### src/rtl/vend_input_conditioner_if.sv
// Signal bundle between the pad-side input conditioner and its consumer.
// master: the side that owns the pads and enable (vending FSM top / test bench).
// slave:  the conditioner itself.
interface vend_input_conditioner_if #(
   parameter int N_IN = 4
);
   logic            ena;        // conditioning enable; low freezes debounce state
   logic [N_IN-1:0] raw_in;     // asynchronous pad inputs
   logic [N_IN-1:0] level_out;  // debounced stable level per channel
   logic [N_IN-1:0] pulse_out;  // one-cycle strobe on each debounced 0->1 flip
   logic            activity;   // some channel has a transition in progress

   modport master (
      output ena,
      output raw_in,
      input  level_out,
      input  pulse_out,
      input  activity
   );

   modport slave (
      input  ena,
      input  raw_in,
      output level_out,
      output pulse_out,
      output activity
   );
endinterface

### src/rtl/vend_input_conditioner.sv
// Pad-input front end for the vending FSM: per channel, a synchroniser chain
// followed by a consecutive-cycle debouncer, producing a clean level and a
// single-cycle rising-edge pulse (bit 0 = m, 1 = a, 2 = btnC, 3 = btnD).
//
// Handshake: pulse_out is a valid-only strobe with no ready. Each bit is high
// for exactly one cycle per debounced press, and the consumer must take it in
// that cycle; there is no back-pressure and no queuing of events.
module vend_input_conditioner #(
   parameter  int N_IN            = 4,
   parameter  int SYNC_STAGES     = 2,
   parameter  int DEBOUNCE_CYCLES = 16,
   localparam int CNT_W           = $clog2(DEBOUNCE_CYCLES)
) (
   input  logic                      clk,
   input  logic                      rst_n,
   vend_input_conditioner_if.slave   bus
);

   // Last count value before the level is allowed to flip.
   localparam logic [CNT_W-1:0] CNT_MAX = CNT_W'(DEBOUNCE_CYCLES - 1);

   logic [N_IN-1:0]  sync_q [SYNC_STAGES];
   logic [N_IN-1:0]  sync;
   logic [CNT_W-1:0] cnt_q  [N_IN];
   logic [CNT_W-1:0] cnt_d  [N_IN];
   logic [N_IN-1:0]  level_q, level_d;
   logic [N_IN-1:0]  pulse_q, pulse_d;
   logic             activity_q, activity_d;

   assign sync = sync_q[SYNC_STAGES-1];

   // Synchroniser chain; runs every cycle regardless of ena so the debouncer
   // always sees fresh samples when it resumes.
   always_ff @(posedge clk or negedge rst_n) begin
      if (!rst_n) begin
         for (int s = 0; s < SYNC_STAGES; s++) begin
            sync_q[s] <= '0;
         end
      end else begin
         sync_q[0] <= bus.raw_in;
         for (int s = 1; s < SYNC_STAGES; s++) begin
            sync_q[s] <= sync_q[s-1];
         end
      end
   end

   // Debounce next-state: any cycle where sync agrees with the level restarts
   // the count; the level flips only after DEBOUNCE_CYCLES disagreeing cycles.
   always_comb begin
      level_d    = level_q;
      pulse_d    = '0;
      activity_d = 1'b0;
      for (int i = 0; i < N_IN; i++) begin
         cnt_d[i] = cnt_q[i];
      end
      if (bus.ena) begin
         for (int i = 0; i < N_IN; i++) begin
            if (sync[i] == level_q[i]) begin
               cnt_d[i] = '0;
            end else if (cnt_q[i] == CNT_MAX) begin
               level_d[i] = sync[i];
               cnt_d[i]   = '0;
               // Only a 0->1 flip is an event for the FSM.
               pulse_d[i] = sync[i];
            end else begin
               cnt_d[i] = cnt_q[i] + 1'b1;
            end
         end
      end
      for (int i = 0; i < N_IN; i++) begin
         if (cnt_d[i] != '0) begin
            activity_d = 1'b1;
         end
      end
   end

   // Debounce state and registered outputs.
   always_ff @(posedge clk or negedge rst_n) begin
      if (!rst_n) begin
         for (int i = 0; i < N_IN; i++) begin
            cnt_q[i] <= '0;
         end
         level_q    <= '0;
         pulse_q    <= '0;
         activity_q <= 1'b0;
      end else begin
         for (int i = 0; i < N_IN; i++) begin
            cnt_q[i] <= cnt_d[i];
         end
         level_q    <= level_d;
         pulse_q    <= pulse_d;
         activity_q <= activity_d;
      end
   end

   assign bus.level_out = level_q;
   assign bus.pulse_out = pulse_q;
   assign bus.activity  = activity_q;

endmodule

### src/flat_wrapper.sv
// flat-port wrapper written by rule: the top's interface ports become plain ports
module vend_input_conditioner_flat 
#(
   parameter  int N_IN            = 4,
   parameter  int SYNC_STAGES     = 2,
   parameter  int DEBOUNCE_CYCLES = 16,
   localparam int CNT_W           = $clog2(DEBOUNCE_CYCLES)
)
  (clk, rst_n, bus_ena, bus_raw_in, bus_level_out, bus_pulse_out, bus_activity);
  vend_input_conditioner_if #(.N_IN(N_IN)) bus_i ();
  input  logic clk;
  input  logic rst_n;
  input wire logic [$bits(bus_i.ena)-1:0] bus_ena;
  input wire logic [$bits(bus_i.raw_in)-1:0] bus_raw_in;
  output wire logic [$bits(bus_i.level_out)-1:0] bus_level_out;
  output wire logic [$bits(bus_i.pulse_out)-1:0] bus_pulse_out;
  output wire logic [$bits(bus_i.activity)-1:0] bus_activity;
  assign bus_i.ena = bus_ena;
  assign bus_i.raw_in = bus_raw_in;
  assign bus_level_out = bus_i.level_out;
  assign bus_pulse_out = bus_i.pulse_out;
  assign bus_activity = bus_i.activity;
  vend_input_conditioner #(.N_IN(N_IN), .SYNC_STAGES(SYNC_STAGES), .DEBOUNCE_CYCLES(DEBOUNCE_CYCLES)) u_core (.clk(clk), .rst_n(rst_n), .bus(bus_i));
endmodule
### config.mk
export PLATFORM = sky130hd
export DESIGN_NAME = vend_input_conditioner_flat
export DESIGN_NICKNAME = d
export VERILOG_FILES = /design/src/rtl/vend_input_conditioner_if.sv /design/src/rtl/vend_input_conditioner.sv /design/src/flat_wrapper.sv
export SDC_FILE = /design/constraint.sdc
export NUM_CORES = 1
export LEC_CHECK = 0
export ABC_AREA = 1
export CAP_MARGIN = 30
export CORE_MARGIN = 1.5
export CORE_UTILIZATION = 46
export DETAILED_ROUTE_END_ITERATION = 16
export GPL_TIMING_DRIVEN = 0
export PLACE_DENSITY = 0.68
export SLEW_MARGIN = 20
export SYNTH_ARGS = -nofsm -noshare
export SYNTH_HDL_FRONTEND = slang
export SYNTH_SLANG_ARGS = --single-unit
### constraint.sdc
create_clock -name clk -period 1.5 [get_ports clk]
set_input_delay 0.15 -clock clk [delete_from_list [all_inputs] [get_ports clk]]
set_output_delay 0.15 -clock clk [all_outputs]
set_load 0.005 [all_outputs]
Yosys cells after proc, flatten, opt, wreduce, memory -nomap -nowiden
Cells that the tools add are included.
- register bits: 33
- bits in latches: 0
- RAM bits: 0
- bits in read-only memories: 0
- input port bits: 7
- logic and storage cells: 58
- memories: 0
- $add $sub $neg: 4
- $mul: 0
- divide/modulo/power cells: 0
- order comparisons: 0
- eq/ne operators: 8
- shift-type cells: 0
- multiplexer cells: 22
- bitwise gates (word level): 4
- reduce and logical (&&, ||, !) cells: 8
- operators with widths (cell ; count):
    4-bit 2-to-1 mux ; 9
    4-bit by 1-bit adder with 4-bit output (second input constant) ; 4
    4-bit == test (second input constant) ; 4
    16-bit 2-to-1 mux ; 1
    4-bit nonzero test ; 4
    1-bit 2-to-1 mux ; 12
    3-bit AND reduction ; 4
    1-bit == test ; 4
    1-bit NOT ; 4

Logic depth before layout (Yosys ltp)
Gate-level depths: netlist of run 1.
- depth in word-level cells: 9
- gate-level depth with buffers: 9
- gate-level depth less buffers: 9

Worst setup path before layout of run 1
No wires, ideal clock.
- path kind: register to register
- start: register u_core.cnt_q[12] in the netlist's numbering
- end: register u_core.activity_q (netlist: u_core.bus.activity)
- arrival: 1.160 ns
- required time: 1.375 ns
- path slack: 0.215 ns
- stages on the path, launching flop included: 9
- period minus slack after synthesis: 1.285 ns
- path through: dfrtp_1 > ha_1 > xor2_1 > nand2_1 > nand2_1 > nor2_1 > nand2_1 > nor2_1 > nand3_1
- RTL lines (item ; line ; text):
    from (decl) ; vend_input_conditioner.sv:24 ; logic [CNT_W-1:0] cnt_q [N_IN];
    from (signal, indexed assignment) ; vend_input_conditioner.sv:88 ; cnt_q[i] <= cnt_d[i];
    to (signal assigned) ; vend_input_conditioner.sv:92 ; activity_q <= activity_d;
    to (decl) ; vend_input_conditioner.sv:28 ; logic activity_q, activity_d;

Final worst setup path of run 1
- start: register u_core.level_q[0] (netlist: u_core.bus.level_out[0])
- end: output bus_level_out[0]
- RTL lines (item ; line ; text):
    from (decl) ; vend_input_conditioner.sv:26 ; logic [N_IN-1:0] level_q, level_d;
    from (signal assigned) ; vend_input_conditioner.sv:90 ; level_q <= level_d;
    to (decl) ; flat_wrapper.sv:15 ; output wire logic [$bits(bus_i.level_out)-1:0] bus_level_out;
No word-level cell between the ends.

==> flow_summary_export.csv, run 1 <==
group,metric,value,unit
setup_path,path_cells,"clkdlybuf4s50_1",
detailed_routing,via_count,1283,
min_path,hold_start,"bus_raw_in[2]",
setup_path,regToRegEndpoint,"u_core.bus.activity",
synth,post-synth-top-area-cell,"dfrtp_1",
cells_and_area,number_of_diodes_added_for_antenna_fixing,0,
setup_path,cpMaxStageDelayCell,"clkdlybuf4s50_1",
sta,final-max-slew-violation-count,0,
power,sequentialPowerShare,54.3,%
floorplanning,pin_count,16,
cells_and_area,areaGrowthSynthToFinish,21.2,%
place,io_buffers,15,
cells_and_area,drive_gt1_share,12.6,%
place,pre_cts_ws,-0.140,ns
sta,relative_slew_slack,51.2,%
cts,tritoncts,"yes",
synth,syn-mean-instance-area,8.24,sq um
synth,synth_most_common_cell,"nand2_1",
sta,timing.final.crit_period,1.44,ns
setup_path,timing.critical_path.to_type,"output port",
setup_path,cp_slowest_stage_delay,0.52,ns
power,switchingPower,648,uW
sta,maxClockFrequency,0.697,GHz
power,clkPwrFrac,23.9,%
setup_path,reg2reg_depth,8,
cts,master_cell_of_the_clock_root_buffer,"clkbuf_4",
cells_and_area,utilization,59.5,%
synth,synth_cells,185,
detailed_routing,drt.antenna.violating_nets,0,
power,peakVddDrop,0.512,mV
detailed_routing,drt-pass1-iter-count,4,
place,routabilityCongestion,0.837,
synth,synth_sequential_area_ratio,54.2,%
synth,syn_area,1520,sq um
cts,htree_levels,2,
sta,hold_violations,0,
synth,yosysWarningCount,0,
sta,total_of_endpoints_with_negative_setup_slack_in_the_final_report,0,
setup_path,critical_path.startpoint,"u_core.bus.level_out[0]",
floorplanning,core_area,3100,sq um
setup_path,critical_path.startpoint_type,"register",
min_path,min_path_cells,1,
global_routing,overflow,0,
synth,synth_top_cells_by_count,"nand2_1 (62), dfrtp_1 (33), nor2_1 (28)",
synth,mappedNetlistNets,196,
cts,cts_inserted_buffers,5,
sta,fin_skew,0.0123,ns
cts,clock_latency,0.34,ns
run_status,outcome,"finished, final reports clean",
sta,finalCritPeriodShare,95.7,%
synth,synth_largest_type_area_fraction,54.2,%
detailed_routing,drt_iter0_drc,74,
min_path,hold-path-endpoint,"u_core.sync_q[6]",
cells_and_area,instances_no_fill,259,
cts,path_clk_slew,0.11,ns
setup_path,worstPathArrival,1.29,ns
global_routing,antenna_found_initial,0,
place,dpl.hpwl,2040,um
setup_path,cpLargestDelayFamily,"buffers and inverters",
synth,async_reset_ff_share,100,%
detailed_routing,wl,3010,um
floorplanning,start_util,49.1,%
cts,cts_num_sinks,33,
place,placed_cells_incl_taps,244,
power,comb_power_share,21.8,%
run,maxCapViolations,0,
synth,synth_area_leaders,"dfrtp_1 (54%), nand2_1 (15%), nor2_1 (6.9%)",
global_routing,grt_pass1_wl,4690,um
setup_path,critical_path_required,1.35,ns
sta,final_setup_slack_of_the_worst_path,0.0648,ns
cells_and_area,nets,225,
floorplanning,die_h,60.6,um
setup_path,criticalPathCategory,"reg -> out",
floorplanning,floorplan.rows,20,
power,total_leakage_power,0.994,nW
global_routing,globalRouteTotalUtil,17.6,%
min_path,worstHoldPathType,"in -> reg",
floorplanning,floorplan.die.width,60.6,um
floorplanning,die-area,3670,sq um
setup_path,worst_r2r_startpoint,"u_core.cnt_q[12]",
sta,worst_hold_slack,0.241,ns
detailed_routing,route.detailed.vias_per_inst,4.95,
global_routing,grt_start_max_net_pins,34,
power,sw_frac_of_total,32.2,%
detailed_routing,wl_per_cell,11.6,um
setup_path,reg2reg_setup_slack,0.11,ns
sta,tightestPinTransition,0.732,ns
synth,synth_ff_type,"dfrtp_1",
setup_path,highest_fanout_seen_on_the_critical_path,4,
synth,yosys_register_bits,33,
global_routing,via_count_of_the_first_global_routing_pass,1140,
setup_path,critical_path.n_buffers_inverters,1,
synth,yosys.cell_types.count,17,
cts,clock_path_buffers,2,
sta,fin_tns_setup,0,ns
power,power_density,1090,nW/um^2
synth,synth_edf_count,0,
power,intPower,1.36,mW
detailed_routing,route.detailed.drc,0,
## metrics by stage
stage / total power [mW] / instance area (sq um)
after floorplan: 1.35 / 1520
after global placement: 1.45 / 1730
after detailed placement: 1.47 / 1720
after CTS: 1.95 / 1790
after global routing: 2.15 / 1850
final: 2.01 / 1850
## cell type report
type	count	area [sq um]
multi-input cells	128	617
repair buffers	22	200
clock buffers	6	41.3
inverters	23	86.3
plain buffers	1	11.3
fillers	289	1260
clock inverters	2	10.0
flip-flops and latches	33	826
well taps	44	55.1
## cells by family (layout without fill, tap and decap cells)
logic type                 after synthesis  in the layout  share of synthesized area [%]
buffers and inverters                   24             54                           6.40
and+or+nand+nor                        113            113                           31.4
adders and majority gates                4              4                           3.28
AOI/OAI and AO/OA                        7              7                           2.46
xor gates and xnor gates                 4              4                           2.30
DFF                                     33             33                           54.2
## layer usage
metal / vias up / GRT usage [%] / part of all wire [%]
li1: 637 / - / -
met1: 608 / 20.7 / 43
met2: 29 / 29.5 / 51
met3: 9 / 4.26 / 3.0
met4: 0 / 9.94 / 2.5
met5: - / 0 / 0
## flip-flops by register name (all words and copies together) (netlist names)
signal,cells
u_core.cnt_q,16
u_core.bus.pulse_out,4
u_core.sync,4
u_core.bus.level_out,4
u_core.bus.activity,1
u_core.sync_q,4
## layout by cell type, fill, tap and decap left out, types with 2 or more instances in the layout
master           instances
clkbuf_4                 5
inv_1                   21
inv_2                    2
nand4_1                  7
nand2_1                 62
nand2_2                  2
clkdlybuf4s50_1         14
dfrtp_1                 33
nand3_1                 10
o21ai_0                  4
xor2_1                   4
nor2_1                  28
ha_2                     3
buf_4                    6
clkinv_2                 2
## power by group through the flow
stage | logic (mW) | clock network [mW] | registers [mW]
after global placement | 0.347 | 0 | 1.10
final | 0.439 | 0.480 | 1.09
after CTS | 0.366 | 0.495 | 1.09
after floorplan | 0.265 | 0 | 1.08
after detailed placement | 0.361 | 0 | 1.11
after global routing | 0.508 | 0.530 | 1.11
## what timing repair did
action | in CTS | in global routing
resized for setup | 0 | 6
endpoints found under the hold margin | 33 | 0
endpoints found under the setup margin | 0 | 1
buffers inserted | 0 | 6
hold buffers | 1 | 0
## worst max path at each step
stage / end / slack (ns) / cells after the start
floorplan: u_core.bus.activity / 0.21 / 8
global placement: u_core.sync_q[5] / -0.33 / 1
detailed placement: u_core.bus.activity / -0.14 / 9
CTS: bus_level_out[2] / 0.05 / 1
global route: u_core.bus.activity / -0.02 / 8
finish: bus_level_out[0] / 0.06 / 1
(Power assumes the default switching activity.)
==> inputs of run 2 (changes only) <==
Settings changed: ABC_CLOCK_PERIOD_IN_PS set to 1500, GPL_ROUTABILITY_DRIVEN set to 0, GPL_TIMING_DRIVEN 0 to unset.
==> run 2 against run 1 <==
  * Worst hold slack got worse by 0.046 ns
  * Clock power increased by 4.8%
  * Non-clock buffer count increased by 9
  * Final cell count increased by 3.1%
  * Via count increased by 0.62%
  * Die area unchanged
  * Wire length decreased by 1.4%
  * First-iteration DRC count increased by 8.1%
  * Largest cell class unchanged
==> flow_summary_export.csv, run 2 (same netlist as run 1, synthesis figures left out) <==
group,metric,value,unit
cells_and_area,drive_gt1_share,16.1,%
cells_and_area,areaGrowthSynthToFinish,25.9,%
setup_path,critical_path.startpoint,"u_core.bus.level_out[2]",
setup_path,critPathCapture,"bus_level_out[2]",
setup_path,path_cells,"clkdlybuf4s50_1",
cells_and_area,fillers,275,
floorplanning,die_h,60.6,um
setup_path,critical_path.startpoint_type,"register",
sta,final-max-slew-violation-count,0,
sta,finalCritPeriodShare,96.1,%
cells_and_area,nets,234,
power,post-layout-total-power,2.10,mW
setup_path,worstPathArrival,1.29,ns
detailed_routing,wl_per_cell,11.1,um
global_routing,globalRouteTotalUtil,18.0,%
run_status,outcome,"finished, final reports clean",
sta,fin_tns_setup,0,ns
setup_path,critical_path_depth,1,
global_routing,via_count_of_the_first_global_routing_pass,1134,
setup_path,timing.critical_path.to_type,"output port",
setup_path,cpMaxStageDelayCell,"clkdlybuf4s50_1",
floorplanning,floorplan.rows,20,
global_routing,overflow,0,
sta,relative_slew_slack,72.1,%
cts,clock_path_buffers,2,
sta,timing.final.crit_period,1.44,ns
sta,hold_violations,0,
power,total_leakage_power,1.04,nW
detailed_routing,drt.antenna.violating_nets,0,
cells_and_area,layout_common_cells,"nand2_1 (62), dfrtp_1 (32), nor2_1 (26), inv_1 (22), buf_4 (17)",
setup_path,cpLargestDelayFamily,"buffers and inverters",
setup_path,cp_slowest_stage_delay,0.53,ns
global_routing,grt_start_max_net_pins,34,
sta,total_of_endpoints_with_negative_setup_slack_in_the_final_report,0,
place,io_buffers,15,
sta,fin_skew,0.00729,ns
detailed_routing,via_count,1291,
cells_and_area,number_of_diodes_added_for_antenna_fixing,0,
setup_path,regToRegEndpoint,"u_core.bus.activity",
setup_path,critical_path_required,1.35,ns
setup_path,highest_fanout_seen_on_the_critical_path,5,
place,dpl.hpwl,2020,um
detailed_routing,route.detailed.vias_per_inst,4.84,
setup_path,critical_path.n_buffers_inverters,1,
power,peakVddDrop,0.504,mV
power,power_density,1090,nW/um^2
detailed_routing,drt-pass1-iter-count,4,
sta,tightestPinTransition,0.419,ns
cts,master_cell_of_the_clock_root_buffer,"clkbuf_4",
cells_and_area,largest_register_ff_count,16,
sta,maxClockFrequency,0.694,GHz
cts,cts_num_sinks,33,
setup_path,reg2reg_depth,8,
setup_path,reg2reg_setup_slack,0.08,ns
floorplanning,floorplan.die.width,60.6,um
cells_and_area,max_flop_register,"u_core.cnt_q",
global_routing,antenna_found_initial,0,
cts,path_clk_slew,0.10,ns
run,maxCapViolations,0,
setup_path,criticalPathCategory,"reg -> out",
floorplanning,core_area,3100,sq um
cts,tritoncts,"yes",
global_routing,grt_pass1_wl,4700,um
cts,htree_levels,2,
setup_path,worst_r2r_startpoint,"u_core.cnt_q[0]",
min_path,worstHoldPathType,"in -> async",
floorplanning,pin_count,16,
cts,clock_latency,0.34,ns
detailed_routing,wl,2970,um
detailed_routing,drt_iter0_drc,80,
floorplanning,start_util,49.1,%
floorplanning,die-area,3670,sq um
cells_and_area,mostFrequentLayoutCell,"nand2_1",
detailed_routing,route.detailed.drc,0,
cts,cts_inserted_buffers,5,
## run 2: through the flow
stage          std cells  setup WS (ns)  hold WS, ns  util, %  area, sq um
2_1_floorplan        185          0.215       -0.146        -         1520
3_3_place_gp         250        -0.0767        0.333     57.1         1770
3_5_place_dp         250         -0.142        0.340     57.1         1770
4_1_cts              257         0.0265        0.207     58.8         1830
5_1_grt              267       -0.00144        0.228     61.8         1920
6_report             267         0.0581        0.195     61.8         1920
## run 2: repair_timing
item                                    4_1_cts  5_1_grt
endpoints found under the setup margin        0        1
gates resized for setup                       0        7
buffers inserted                              0       10
hold buffers                                  0        0
## run 2: how the worst min path moves through the flow
stage | from | end | slack (ns)
finish | rst_n | u_core.bus.pulse_out[0] | 0.19
CTS | rst_n | u_core.bus.pulse_out[0] | 0.21
global route | bus_raw_in[3] | u_core.sync_q[7] | 0.23
detailed placement | u_core.sync_q[7] | u_core.sync[3] | 0.34
floorplan | rst_n | u_core.bus.activity | -0.15
global placement | u_core.sync_q[5] | u_core.sync[1] | 0.33
## run 2: per-layer routing
layer / up-vias / GRT usage, % / share of wire (%)
met3: 8 / 4.48 / 4.5
met5: - / 0 / 0
met2: 28 / 28.1 / 49
li1: 650 / - / -
met4: 0 / 12.1 / 1.9
met1: 605 / 22.1 / 45
## run 2: report_power, final
group | total, mW | switching, mW | internal, mW
clock | 0.503 | 0.282 | 0.221
sequential | 1.08 | 0.0943 | 0.984
combinational | 0.519 | 0.268 | 0.251
## run 2: cell type report
type                            count  area, sq um  area share, %
Inverter                           23         86.3           4.50
Multi-Input combinational cell    128          617           32.2
Sequential cell                    33          827           43.1
Tap cell                           44         55.1           2.87
Timing Repair Buffer               32          278           14.5
Clock buffer                        7         55.1           2.87
==> inputs of run 3 (changes only) <==
Settings changed: PLACE_DENSITY 0.68 to unset, PLACE_DENSITY_LB_ADDON set to 0.08.
==> run 3 against run 2 <==
  * Clock skew is 0.0022 ns higher
  * Global-route usage is 0.19 points lower
  * Combinational power is 9.8% lower
  * Via count is 2.2% lower
  * Sequential power hardly changed
  * Utilization hardly changed
  * Wire length is 2.5% lower
  * Sequential share of layout area is 0.093 points higher
  * First-iteration DRC count is 8.8% lower
  * Critical path depth stayed put
==> flow_summary_export.csv, run 3 (same netlist as run 1, synthesis figures left out) <==
group,metric,value,unit
place,io_buffers,15,
detailed_routing,wl,2900,um
cells_and_area,areaGrowthSynthToFinish,25.8,%
floorplanning,core_area,3100,sq um
global_routing,overflow,0,
power,power_density,1110,nW/um^2
floorplanning,start_util,49.1,%
global_routing,grt_pass1_wl,4700,um
sta,fin_skew,0.00947,ns
setup_path,critical_path_depth,1,
setup_path,cpLargestDelayFamily,"buffers and inverters",
cts,cts_inserted_buffers,5,
global_routing,globalRouteTotalUtil,17.9,%
sta,finalCritPeriodShare,94.7,%
setup_path,timing.critical_path.to_type,"output port",
cells_and_area,layout_common_cells,"nand2_1 (62), dfrtp_1 (31), nor2_1 (27), inv_1 (22), clkdlybuf4s50_1 (14)",
floorplanning,floorplan.rows,20,
floorplanning,pin_count,16,
run_status,outcome,"finished, final reports clean",
sta,hold_violations,0,
sta,worst_hold_slack,0.200,ns
cts,htree_levels,2,
detailed_routing,route.detailed.vias_per_inst,4.80,
floorplanning,floorplan.die.width,60.6,um
detailed_routing,wl_per_cell,11.0,um
detailed_routing,drt-pass1-iter-count,6,
sta,final-max-slew-violation-count,0,
setup_path,criticalPathCategory,"reg -> out",
detailed_routing,route.detailed.drc,0,
setup_path,critical_path.startpoint_type,"register",
cts,master_cell_of_the_clock_root_buffer,"clkbuf_4",
floorplanning,die_h,60.6,um
setup_path,reg2reg_depth,8,
detailed_routing,via_count,1262,
sta,tightestPinTransition,0.400,ns
cts,clock_latency,0.33,ns
cells_and_area,nets,229,
cts,tritoncts,"yes",
cells_and_area,instances_no_fill,263,
power,peakVddDrop,0.642,mV
global_routing,antenna_found_initial,0,
detailed_routing,drt.antenna.violating_nets,0,
cts,cts_num_sinks,33,
run,maxCapViolations,0,
power,post-layout-total-power,2.14,mW
setup_path,cpMaxStageDelayCell,"clkdlybuf4s50_1",
sta,total_of_endpoints_with_negative_setup_slack_in_the_final_report,0,
detailed_routing,drt_iter0_drc,73,
power,total_leakage_power,1.05,nW
cells_and_area,number_of_diodes_added_for_antenna_fixing,0,
sta,maxClockFrequency,0.704,GHz
setup_path,path_cells,"clkdlybuf4s50_1",
global_routing,via_count_of_the_first_global_routing_pass,1121,
cells_and_area,drive_gt1_share,14.6,%
setup_path,critical_path.n_buffers_inverters,1,
sta,relative_slew_slack,73.3,%
setup_path,worstPathArrival,1.27,ns
floorplanning,die-area,3670,sq um
sta,timing.final.crit_period,1.42,ns
place,placed_cells_incl_taps,249,
place,dpl.hpwl,1970,um
global_routing,grt_start_max_net_pins,34,
setup_path,critical_path_required,1.35,ns
cells_and_area,mostFrequentLayoutCell,"nand2_1",
cts,clock_path_buffers,2,
min_path,worstHoldPathType,"in -> async",
setup_path,highest_fanout_seen_on_the_critical_path,5,
cts,path_clk_slew,0.10,ns
cells_and_area,largest_register_ff_count,16,
cells_and_area,max_flop_register,"u_core.cnt_q",
setup_path,cp_slowest_stage_delay,0.52,ns
[run 3: final cells by class]
class / instances / area (sq um)
well taps: 44 / 55.1
fillers: 297 / 1190
multi-input cells: 128 / 622
clock buffers: 7 / 65.1
clock inverters: 1 / 5.00
repair buffers: 27 / 255
inverters: 23 / 86.3
flip-flops and latches: 33 / 828
[run 3: path summary, 6_finish.rpt]
path / from / end / slack (ns)
worst max-delay path: u_core.bus.level_out[2] / bus_level_out[2] / 0.08
worst min-delay path: rst_n / u_core.bus.level_out[2] / 0.20
worst max register to register: u_core.cnt_q[0] / u_core.bus.activity / 0.09
worst min register to register: u_core.sync_q[6] / u_core.sync[2] / 0.36
max in group asynchronous: rst_n / u_core.cnt_q[8] / 0.98
min in group clk: bus_raw_in[0] / u_core.sync_q[4] / 0.25
[run 3: what timing repair did]
action | CTS | global route
hold buffers | 0 | 0
buffers inserted | 0 | 6
endpoints found under the setup margin | 0 | 3
resized for setup | 0 | 8
[run 3: power breakdown]
| part | switching (mW) | internal (mW) |
|---|---|---|
| clock | 0.292 | 0.271 |
| combinational | 0.241 | 0.227 |
| sequential | 0.119 | 0.985 |
| total | 0.652 | 1.48 |
[run 3: metrics by stage]
stage / worst slack, ns / cell area, sq um / setup TNS [ns] / utilization, %
global placement: -0.0391 / 1780 / -0.0391 / 57.2
CTS: 0.0453 / 1850 / 0 / 59.5
floorplan: 0.215 / 1520 / 0 / -
global route: -0.00693 / 1920 / -0.00693 / 61.8
finish: 0.0798 / 1920 / 0 / 61.8
detailed placement: -0.0707 / 1780 / -0.0789 / 57.2
[run 3: routing by layer]
layer	GRT usage [%]	vias up	wire [um]
li1	-	640	-
met1	21.0	582	1270
met2	29.6	34	1460
met3	7.04	6	133
met4	6.52	0	38
met5	0	-	0
